### src/rtl/decode_stage_pkg.sv
// Shared definitions for the RV32I decode stage: opcodes, out_ctrl layout, CSR ops, beat structs.
// Latency: n/a (types and constants only).
// Backpressure: n/a.
package decode_stage_pkg;

  localparam int XLEN_C = 32;

  // Major opcodes (instr[6:0])
  localparam logic [6:0] OPC_LUI    = 7'b0110111;
  localparam logic [6:0] OPC_AUIPC  = 7'b0010111;
  localparam logic [6:0] OPC_JAL    = 7'b1101111;
  localparam logic [6:0] OPC_JALR   = 7'b1100111;
  localparam logic [6:0] OPC_BRANCH = 7'b1100011;
  localparam logic [6:0] OPC_LOAD   = 7'b0000011;
  localparam logic [6:0] OPC_STORE  = 7'b0100011;
  localparam logic [6:0] OPC_OPIMM  = 7'b0010011;
  localparam logic [6:0] OPC_OP     = 7'b0110011;
  localparam logic [6:0] OPC_FENCE  = 7'b0001111;
  localparam logic [6:0] OPC_SYSTEM = 7'b1110011;

  // out_ctrl layout:
  // {branch, jump[1:0], mem_read, mem_write, reg_write, to_reg, result_sel[1:0], alu_src, pc_add, alu_ctrl_op[1:0]}
  localparam int CTRL_W      = 13;
  localparam int CB_BRANCH   = 12;
  localparam int CB_JUMP_HI  = 11;
  localparam int CB_JUMP_LO  = 10;
  localparam int CB_MEM_RD   = 9;
  localparam int CB_MEM_WR   = 8;
  localparam int CB_REG_WR   = 7;
  localparam int CB_TO_REG   = 6;
  localparam int CB_RES_HI   = 5;
  localparam int CB_RES_LO   = 4;
  localparam int CB_ALU_SRC  = 3;
  localparam int CB_PC_ADD   = 2;
  localparam int CB_ALUOP_HI = 1;
  localparam int CB_ALUOP_LO = 0;

  // jump field
  localparam logic [1:0] JUMP_JAL  = 2'b01;
  localparam logic [1:0] JUMP_JALR = 2'b11;

  // result_sel field: which value is written back to rd
  localparam logic [1:0] RES_ALU  = 2'b00;
  localparam logic [1:0] RES_IMM  = 2'b01;
  localparam logic [1:0] RES_LINK = 2'b10;  // pc + 4
  localparam logic [1:0] RES_CSR  = 2'b11;

  // alu_ctrl_op field
  localparam logic [1:0] ALUOP_ADD = 2'b00;
  localparam logic [1:0] ALUOP_BR  = 2'b01;
  localparam logic [1:0] ALUOP_FN  = 2'b10;

  // CSR operations (equal to SYSTEM funct3)
  localparam logic [2:0] CSR_NONE = 3'b000;
  localparam logic [2:0] CSR_RW   = 3'b001;
  localparam logic [2:0] CSR_RS   = 3'b010;
  localparam logic [2:0] CSR_RC   = 3'b011;
  localparam logic [2:0] CSR_RWI  = 3'b101;
  localparam logic [2:0] CSR_RSI  = 3'b110;
  localparam logic [2:0] CSR_RCI  = 3'b111;

  // Decoded control bundle produced by decode_ctrl
  typedef struct packed {
    logic [CTRL_W-1:0] ctrl;
    logic [XLEN_C-1:0] imm;
    logic [2:0]        csr;
    logic              illegal;
  } dec_t;

  // Raw register/function fields carried with each beat
  typedef struct packed {
    logic [4:0] rs1;
    logic [4:0] rs2;
    logic [4:0] rd;
    logic [2:0] funct3;
    logic       funct7_5;
  } fields_t;

endpackage

### src/rtl/decode_ctrl.sv
// Combinational RV32I decoder: instruction word -> {ctrl, imm, csr, illegal}.
// Latency: 0 cycles (pure combinational).
// Backpressure: none; the enclosing stage registers the result.
// Ports: i_instr (32b instruction word), o_dec (decoded bundle, dec_t).
// Build option: DECODE_CSR_EN adds SYSTEM/CSR decode; when undefined every SYSTEM word is illegal.
module decode_ctrl
  import decode_stage_pkg::*;
(
  input  logic [31:0] i_instr,
  output dec_t        o_dec
);

  logic [6:0]  w_opc;
  logic [4:0]  w_rd;
  logic [31:0] w_imm_i;
  logic [31:0] w_imm_s;
  logic [31:0] w_imm_b;
  logic [31:0] w_imm_u;
  logic [31:0] w_imm_j;

  assign w_opc   = i_instr[6:0];
  assign w_rd    = i_instr[11:7];
  assign w_imm_i = {{20{i_instr[31]}}, i_instr[31:20]};
  assign w_imm_s = {{20{i_instr[31]}}, i_instr[31:25], i_instr[11:7]};
  assign w_imm_b = {{19{i_instr[31]}}, i_instr[31], i_instr[7], i_instr[30:25], i_instr[11:8], 1'b0};
  assign w_imm_u = {i_instr[31:12], 12'b0};
  assign w_imm_j = {{11{i_instr[31]}}, i_instr[31], i_instr[19:12], i_instr[20], i_instr[30:21], 1'b0};

`ifdef DECODE_CSR_EN
  logic [2:0] w_f3;
  assign w_f3 = i_instr[14:12];
`endif

  always_comb begin
    o_dec     = '0;
    o_dec.csr = CSR_NONE;
    case (w_opc)
      OPC_LUI: begin
        o_dec.ctrl[CB_REG_WR]            = 1'b1;
        o_dec.ctrl[CB_RES_HI:CB_RES_LO]  = RES_IMM;
        o_dec.ctrl[CB_ALU_SRC]           = 1'b1;
        o_dec.imm                        = w_imm_u;
      end
      OPC_AUIPC: begin
        // ALU computes pc + imm
        o_dec.ctrl[CB_REG_WR]            = 1'b1;
        o_dec.ctrl[CB_RES_HI:CB_RES_LO]  = RES_ALU;
        o_dec.ctrl[CB_ALU_SRC]           = 1'b1;
        o_dec.ctrl[CB_PC_ADD]            = 1'b1;
        o_dec.imm                        = w_imm_u;
      end
      OPC_JAL: begin
        o_dec.ctrl[CB_JUMP_HI:CB_JUMP_LO] = JUMP_JAL;
        o_dec.ctrl[CB_REG_WR]             = 1'b1;
        o_dec.ctrl[CB_RES_HI:CB_RES_LO]   = RES_LINK;
        o_dec.imm                         = w_imm_j;
      end
      OPC_JALR: begin
        o_dec.ctrl[CB_JUMP_HI:CB_JUMP_LO] = JUMP_JALR;
        o_dec.ctrl[CB_REG_WR]             = 1'b1;
        o_dec.ctrl[CB_RES_HI:CB_RES_LO]   = RES_LINK;
        o_dec.ctrl[CB_ALU_SRC]            = 1'b1;
        o_dec.imm                         = w_imm_i;
      end
      OPC_BRANCH: begin
        o_dec.ctrl[CB_BRANCH]                = 1'b1;
        o_dec.ctrl[CB_ALUOP_HI:CB_ALUOP_LO]  = ALUOP_BR;
        o_dec.imm                            = w_imm_b;
      end
      OPC_LOAD: begin
        o_dec.ctrl[CB_MEM_RD]                = 1'b1;
        o_dec.ctrl[CB_REG_WR]                = 1'b1;
        o_dec.ctrl[CB_TO_REG]                = 1'b1;
        o_dec.ctrl[CB_ALU_SRC]               = 1'b1;
        o_dec.ctrl[CB_ALUOP_HI:CB_ALUOP_LO]  = ALUOP_ADD;
        o_dec.imm                            = w_imm_i;
      end
      OPC_STORE: begin
        o_dec.ctrl[CB_MEM_WR]                = 1'b1;
        o_dec.ctrl[CB_ALU_SRC]               = 1'b1;
        o_dec.ctrl[CB_ALUOP_HI:CB_ALUOP_LO]  = ALUOP_ADD;
        o_dec.imm                            = w_imm_s;
      end
      OPC_OPIMM: begin
        o_dec.ctrl[CB_REG_WR]                = 1'b1;
        o_dec.ctrl[CB_ALU_SRC]               = 1'b1;
        o_dec.ctrl[CB_ALUOP_HI:CB_ALUOP_LO]  = ALUOP_FN;
        o_dec.imm                            = w_imm_i;
      end
      OPC_OP: begin
        o_dec.ctrl[CB_REG_WR]                = 1'b1;
        o_dec.ctrl[CB_ALUOP_HI:CB_ALUOP_LO]  = ALUOP_FN;
      end
      OPC_FENCE: begin
        // Single-hart in-order core: fence is a plain NOP here.
      end
`ifdef DECODE_CSR_EN
      OPC_SYSTEM: begin
        case (w_f3)
          CSR_RW, CSR_RS, CSR_RC: begin
            o_dec.csr                        = w_f3;
            o_dec.ctrl[CB_REG_WR]            = 1'b1;
            o_dec.ctrl[CB_RES_HI:CB_RES_LO]  = RES_CSR;
            o_dec.ctrl[CB_ALU_SRC]           = w_f3[2];
          end
          CSR_RWI, CSR_RSI, CSR_RCI: begin
            // Immediate forms: zimm lives in the rs1 field
            o_dec.csr                        = w_f3;
            o_dec.ctrl[CB_REG_WR]            = 1'b1;
            o_dec.ctrl[CB_RES_HI:CB_RES_LO]  = RES_CSR;
            o_dec.ctrl[CB_ALU_SRC]           = w_f3[2];
            o_dec.imm                        = {27'b0, i_instr[19:15]};
          end
          default: o_dec.illegal = 1'b1;  // ecall/ebreak/mret etc. and funct3=100
        endcase
      end
`endif
      default: o_dec.illegal = 1'b1;
    endcase

    // Compressed/short encodings are not supported
    if (i_instr[1:0] != 2'b11) begin
      o_dec.illegal = 1'b1;
    end

    // Illegal beats still flow downstream but must not have side effects
    if (o_dec.illegal) begin
      o_dec.ctrl = '0;
      o_dec.imm  = '0;
      o_dec.csr  = CSR_NONE;
    end

    if (w_rd == 5'd0) begin
      o_dec.ctrl[CB_REG_WR] = 1'b0;
    end
  end

endmodule

### src/rtl/decode_stage.sv
// Registered valid/ready RV32I decode stage with one-entry skid buffer and flush.
// Latency: 1 cycle (beat accepted at edge N is presented after edge N); 1 beat/cycle throughput.
// Backpressure: a stalled output diverts one extra beat into the skid register; in_ready = !skid_valid (registered).
// Ports: clk/rst_n; in_valid/in_ready/in_instr/in_pc upstream; flush; out_valid/out_ready and decoded
//        out_pc, out_rs1/rs2/rd, out_funct3, out_funct7_5, out_imm, out_ctrl, out_csr, out_illegal downstream.
// Build option: DECODE_CSR_EN enables CSR decode (out_csr is constant 0 otherwise).
module decode_stage
  import decode_stage_pkg::*;
#(
  parameter int PC_W = 32,
  parameter int XLEN = 32   // only 32 supported
) (
  input  logic              clk,
  input  logic              rst_n,
  input  logic              in_valid,
  output logic              in_ready,
  input  logic [31:0]       in_instr,
  input  logic [PC_W-1:0]   in_pc,
  input  logic              flush,
  output logic              out_valid,
  input  logic              out_ready,
  output logic [PC_W-1:0]   out_pc,
  output logic [4:0]        out_rs1,
  output logic [4:0]        out_rs2,
  output logic [4:0]        out_rd,
  output logic [2:0]        out_funct3,
  output logic              out_funct7_5,
  output logic [XLEN-1:0]   out_imm,
  output logic [CTRL_W-1:0] out_ctrl,
  output logic [2:0]        out_csr,
  output logic              out_illegal
);

  dec_t          w_in_dec;
  fields_t       w_in_fld;
  logic          w_acc;
  logic          w_main_free;

  logic          r_out_vld;
  logic          r_skid_vld;
  logic [PC_W-1:0] r_main_pc;
  fields_t       r_main_fld;
  dec_t          r_main_dec;
  logic [PC_W-1:0] r_skid_pc;
  fields_t       r_skid_fld;
  dec_t          r_skid_dec;

  decode_ctrl u_decode_ctrl (
    .i_instr (in_instr),
    .o_dec   (w_in_dec)
  );

  assign w_in_fld = {in_instr[19:15], in_instr[24:20], in_instr[11:7], in_instr[14:12], in_instr[30]};

  // Purely registered ready: no combinational path from out_ready
  assign in_ready    = !r_skid_vld;
  assign w_acc       = in_valid && in_ready;
  // Main register can take a new beat this edge if empty or being consumed
  assign w_main_free = !r_out_vld || out_ready;

  // Valid bits. Flush wins over everything, including a same-cycle accept;
  // a beat transferring downstream during flush has already been consumed.
  always_ff @(posedge clk or negedge rst_n) begin
    if (!rst_n) begin
      r_out_vld  <= 1'b0;
      r_skid_vld <= 1'b0;
    end else if (flush) begin
      r_out_vld  <= 1'b0;
      r_skid_vld <= 1'b0;
    end else if (w_main_free) begin
      if (r_skid_vld) begin
        r_out_vld  <= 1'b1;
        r_skid_vld <= 1'b0;
      end else begin
        r_out_vld  <= w_acc;
      end
    end else if (w_acc) begin
      r_skid_vld <= 1'b1;
    end
  end

  // Data registers: main only changes when free, which keeps out_* stable under stall.
  // Skid beat has priority over the input; in_ready is low whenever skid is full.
  always_ff @(posedge clk or negedge rst_n) begin
    if (!rst_n) begin
      r_main_pc  <= '0;
      r_main_fld <= '0;
      r_main_dec <= '0;
      r_skid_pc  <= '0;
      r_skid_fld <= '0;
      r_skid_dec <= '0;
    end else if (w_main_free) begin
      if (r_skid_vld) begin
        r_main_pc  <= r_skid_pc;
        r_main_fld <= r_skid_fld;
        r_main_dec <= r_skid_dec;
      end else if (w_acc) begin
        r_main_pc  <= in_pc;
        r_main_fld <= w_in_fld;
        r_main_dec <= w_in_dec;
      end
    end else if (w_acc) begin
      r_skid_pc  <= in_pc;
      r_skid_fld <= w_in_fld;
      r_skid_dec <= w_in_dec;
    end
  end

  assign out_valid    = r_out_vld;
  assign out_pc       = r_main_pc;
  assign out_rs1      = r_main_fld.rs1;
  assign out_rs2      = r_main_fld.rs2;
  assign out_rd       = r_main_fld.rd;
  assign out_funct3   = r_main_fld.funct3;
  assign out_funct7_5 = r_main_fld.funct7_5;
  assign out_imm      = r_main_dec.imm;
  assign out_ctrl     = r_main_dec.ctrl;
  assign out_csr      = r_main_dec.csr;
  assign out_illegal  = r_main_dec.illegal;

endmodule

### config.mk
export PLATFORM = sky130hd
export DESIGN_NAME = decode_stage
export DESIGN_NICKNAME = d
export VERILOG_FILES = /design/src/rtl/decode_stage_pkg.sv /design/src/rtl/decode_ctrl.sv /design/src/rtl/decode_stage.sv
export SDC_FILE = /design/constraint.sdc
export NUM_CORES = 1
export LEC_CHECK = 0
export ABC_AREA = 1
export CAP_MARGIN = 25
export CORE_MARGIN = 3
export CORE_UTILIZATION = 30
export CTS_CLUSTER_DIAMETER = 50
export DETAILED_ROUTE_END_ITERATION = 6
export GPL_TIMING_DRIVEN = 0
export RECOVER_POWER = 25
export SLEW_MARGIN = 40
export SYNTH_ARGS = -nofsm -noshare
export SYNTH_HDL_FRONTEND = slang
export SYNTH_SLANG_ARGS = --single-unit
### constraint.sdc
create_clock -name clk -period 4.15 [get_ports clk]
set_clock_uncertainty 0.05 [all_clocks]
set_input_delay 1.245 -clock clk [delete_from_list [all_inputs] [get_ports clk]]
set_output_delay 1.245 -clock clk [all_outputs]
set_load 0.005 [all_outputs]
==> impl_metrics.csv <==
group,metric,value,unit
run_status,outcome,"complete, but fails checks",
run_status,violations,"capacitance limit, slew limit",
sta,slew_headroom,-19.7,%
sta,final.setup.tns,0,ns
drt,ant_nets,0,
hold_path,min_path_cells,2,
hold_path,hp-class,"reg -> reg",
setup_path,r2r_slack,2.12,ns
synth,synth-xor-area-share,0,%
cts,ctsResizeCount,0,
sta,hold_violations,0,
drt,drc,0,
drt,vias,8106,
setup_path,crit_path_cell_trace,"buf_2, inv_2, buf_2, clkbuf_1, clkdlybuf4s50_1",
floorplanning,die_y,178,um
floorplanning,ios,171,
drt,initialDrtViolationCount,657,
sta,fin_crit_sh,93.8,%
synth,synth_cells,1099,
layout,diodes,0,
job,maxCapViolCount,1,
drt,drt_pass1_iterations,5,
placed_design,place_area,11100,um^2
synth,synthMuxAreaShare,0,%
synth,synth_edf_count,0,
cts,clock-sinks,192,
grt,grt_usage,18.4,%
layout,area_growth,32.0,%
setup_path,crit_family,"buffers and inverters",
layout,layout_commonest_cell,"nand2_1",
synth,ys.flop_type,"dfrtp_1",
hold_path,hold_start,"out_imm[14]$_DFFE_PN0P_",
synth,synthSimpleGateAreaFrac,30.5,%
sta,fmax,257,MHz
setup_path,crit_path_end_kind,"output port",
layout,multi_input_area,3530,um^2
hold_path,holdPathEnd,"out_imm[14]$_DFFE_PN0P_",
grt,grt_pass1_wl,44800,um
synth,async_reset_ff_share,100,%
floorplanning,num_rows,62,
cts,numCtsBuffers,17,
floorplanning,die-area,31600,um^2
grt,grt_antenna_before_repair,2,
cts,cts_hold_buffers,0,
drt,post_drt_via_cell_ratio,4.81,
drt,wl,28400,um
layout,nets,1358,
floorplanning,core,28900,um^2
cts,clock_latency,0.44,ns
setup_path,r2r.worst_path.cells,7,
pwr,totalPowerFinal,4.75,mW
grt,grt_max_degree,67,
placed_design,place_inst,1654,
setup_path,timing.rr.start,"r_skid_vld$_DFFE_PN0P_",
setup_path,slowest_stage,"clkdlybuf4s50_1",
sta,tightest_slew,1.80,ns
cts,root_buffer,"clkbuf_16",
layout,layout_common_cells,"476 x nand2_1, 192 x dfrtp_1, 166 x clkdlybuf4s50_1",
setup_path,cp_data_arrival_time,2.60,ns
synth,ys_seq_elements,192,
cts,cts_max_path_buffers,2,
cts,cts_tree,"done",
pwr,ir_worst_vdd,0.000224,V
grt,overflow,0,
cts,clk_pin_slew,0.08,ns
drt,wl_per_cell,16.8,um
layout,n_fill_cell,2952,
setup_path,r2r-end,"out_imm[4]$_DFFE_PN0P_",
pwr,p_leak,5.79,nW
layout,final_cells,1686,
pwr,power_density,407,nW/um^2
setup_path,cp_num_buf_inv,5,
layout,seqCellArea,4800,um^2
layout,drive_gt1_share,8.76,%
layout,final_area,11700,um^2
grt,grt_pass1_vias,8141,
synth,synth_area_per_cell,8.05,um^2
synth,yosys_warnings,0,
setup_path,cp-start-kind,"flop",
synth,yosysSeqAreaShare,54.3,%
placed_design,gp_congestion,0.857,
sta,fin_crit,3.89,ns
synth,ys_types,34,
setup_path,cpMostUsedCell,"buf_2",
sta,rsz0062_at_grt,"false",
synth,synth_top_family_by_area,"simple AND/OR/NAND/NOR gates",
floorplanning,fp.dieW,178,um
synth,synth_fa_ha_area_share,0,%
sta,setup_viol,0,
synth,synth_compound_area_share,9.25,%
setup_path,criticalPathCategory,"reg -> out",
placed_design,dpl.hpwl,20600,um
cts,htreeDepth,4,
setup_path,required,2.85,ns
synth,netlist_area,8850,um^2
setup_path,cpPeakStageDelay,0.64,ns
floorplanning,start_util,30.7,%
placed_design,port_buffers,167,
sta,slew_viol_final,65,
setup_path,cp_max_fo,10,
cts,postCtsSetupBuffers,0,
==> metal layers <==
| layer | vias up | wire length (um) | track usage [%] |
|---|---|---|---|
| met5 | - | 27 | 0 |
| met4 | 4 | 603 | 5.43 |
| met3 | 40 | 2030 | 5.37 |
| met2 | 258 | 13200 | 28.9 |
| met1 | 3905 | 12600 | 24.5 |
| li1 | 3899 | - | - |
==> cell usage after synthesis, types with 4 or more instances <==
cell type	number	share of area, %
a21boi_0	5	0.42
a21oi_1	28	1.6
a31oi_1	55	3.9
buf_1	5	0.21
buf_2	32	1.8
buf_4	8	0.68
clkbuf_1	22	0.93
dfrtp_1	192	54
inv_1	28	1.2
inv_2	7	0.30
nand2_1	476	20
nand3_1	30	1.7
nand3b_1	6	0.51
nand4_1	20	1.4
nor2_1	108	4.6
o21ai_0	35	2.0
o21ai_1	4	0.23
o21ai_2	8	0.79
==> worst reg2reg max path, cell delays in order, from the launching register on <==
cell and delay, ns:
dfrtp_1 0.36, buf_2 0.20, inv_2 0.12, buf_2 0.28, clkbuf_1 0.55, nand3_1 0.17, nand2_1 0.14, nand2_1 0.06
==> state kept, by name, indices dropped and copies added, names as in the netlist <==
signal,flops
out_rs1,5
out_rd,5
r_skid_pc,32
out_pc,32
out_valid,1
out_illegal,1
out_funct7_5,1
r_skid_vld,1
r_skid_fld,19
out_imm,32
out_rs2,5
out_ctrl,11
r_skid_dec,44
out_funct3,3
==> where the power goes <==
part | internal (mW) | total (mW) | switching (mW) | leakage, nW
logic | 0.380 | 0.762 | 0.383 | 3.06
registers | 2.10 | 2.23 | 0.131 | 2.43
clock network | 0.925 | 1.76 | 0.831 | 0.301
total | 3.40 | 4.75 | 1.34 | 5.79
==> kinds of logic (layout without fill, tap and decap cells) <==
| kind of cell | after synthesis | in the layout |
|---|---|---|
| other | 1 | 3 |
| and+or+nand+nor | 660 | 660 |
| buffers and inverters | 108 | 309 |
| AOI/OAI and AO/OA | 138 | 138 |
| DFF | 192 | 192 |
==> layout make-up <==
class	instances	area share (%)
clock buffers	17	3.64
repair buffers	169	14.7
plain buffers	72	3.30
clock inverters	15	1.67
multi-input cells	801	30.2
inverters	36	1.18
flip-flops and latches	192	41.1
well taps	384	4.11
==> worst max-delay path by stage <==
stage                           startpoint                        to  slack (ns)  depth (start not counted)
finish              r_skid_vld$_DFFE_PN0P_                  in_ready        0.26                          5
global route        r_skid_vld$_DFFE_PN0P_                  in_ready        0.16                          5
CTS                 r_skid_vld$_DFFE_PN0P_                  in_ready        0.25                          5
detailed placement  r_skid_vld$_DFFE_PN0P_                  in_ready        0.73                          5
global placement                     rst_n  r_skid_pc[5]$_DFFE_PN0P_       -6.64                          1
floorplan                      in_instr[2]   out_imm[12]$_DFFE_PN0P_        1.84                         10
==> through the flow <==
step	hold WS [ns]	utilization (%)	setup WS (ns)
after floorplan	0.394	-	1.84
after global placement	0.408	38.2	-6.64
after detailed placement	0.414	38.4	0.726
after CTS	0.435	40.5	0.249
after global routing	0.445	40.5	0.156
final	0.428	40.5	0.259
No activity file was read; power rests on OpenSTA's default activity.
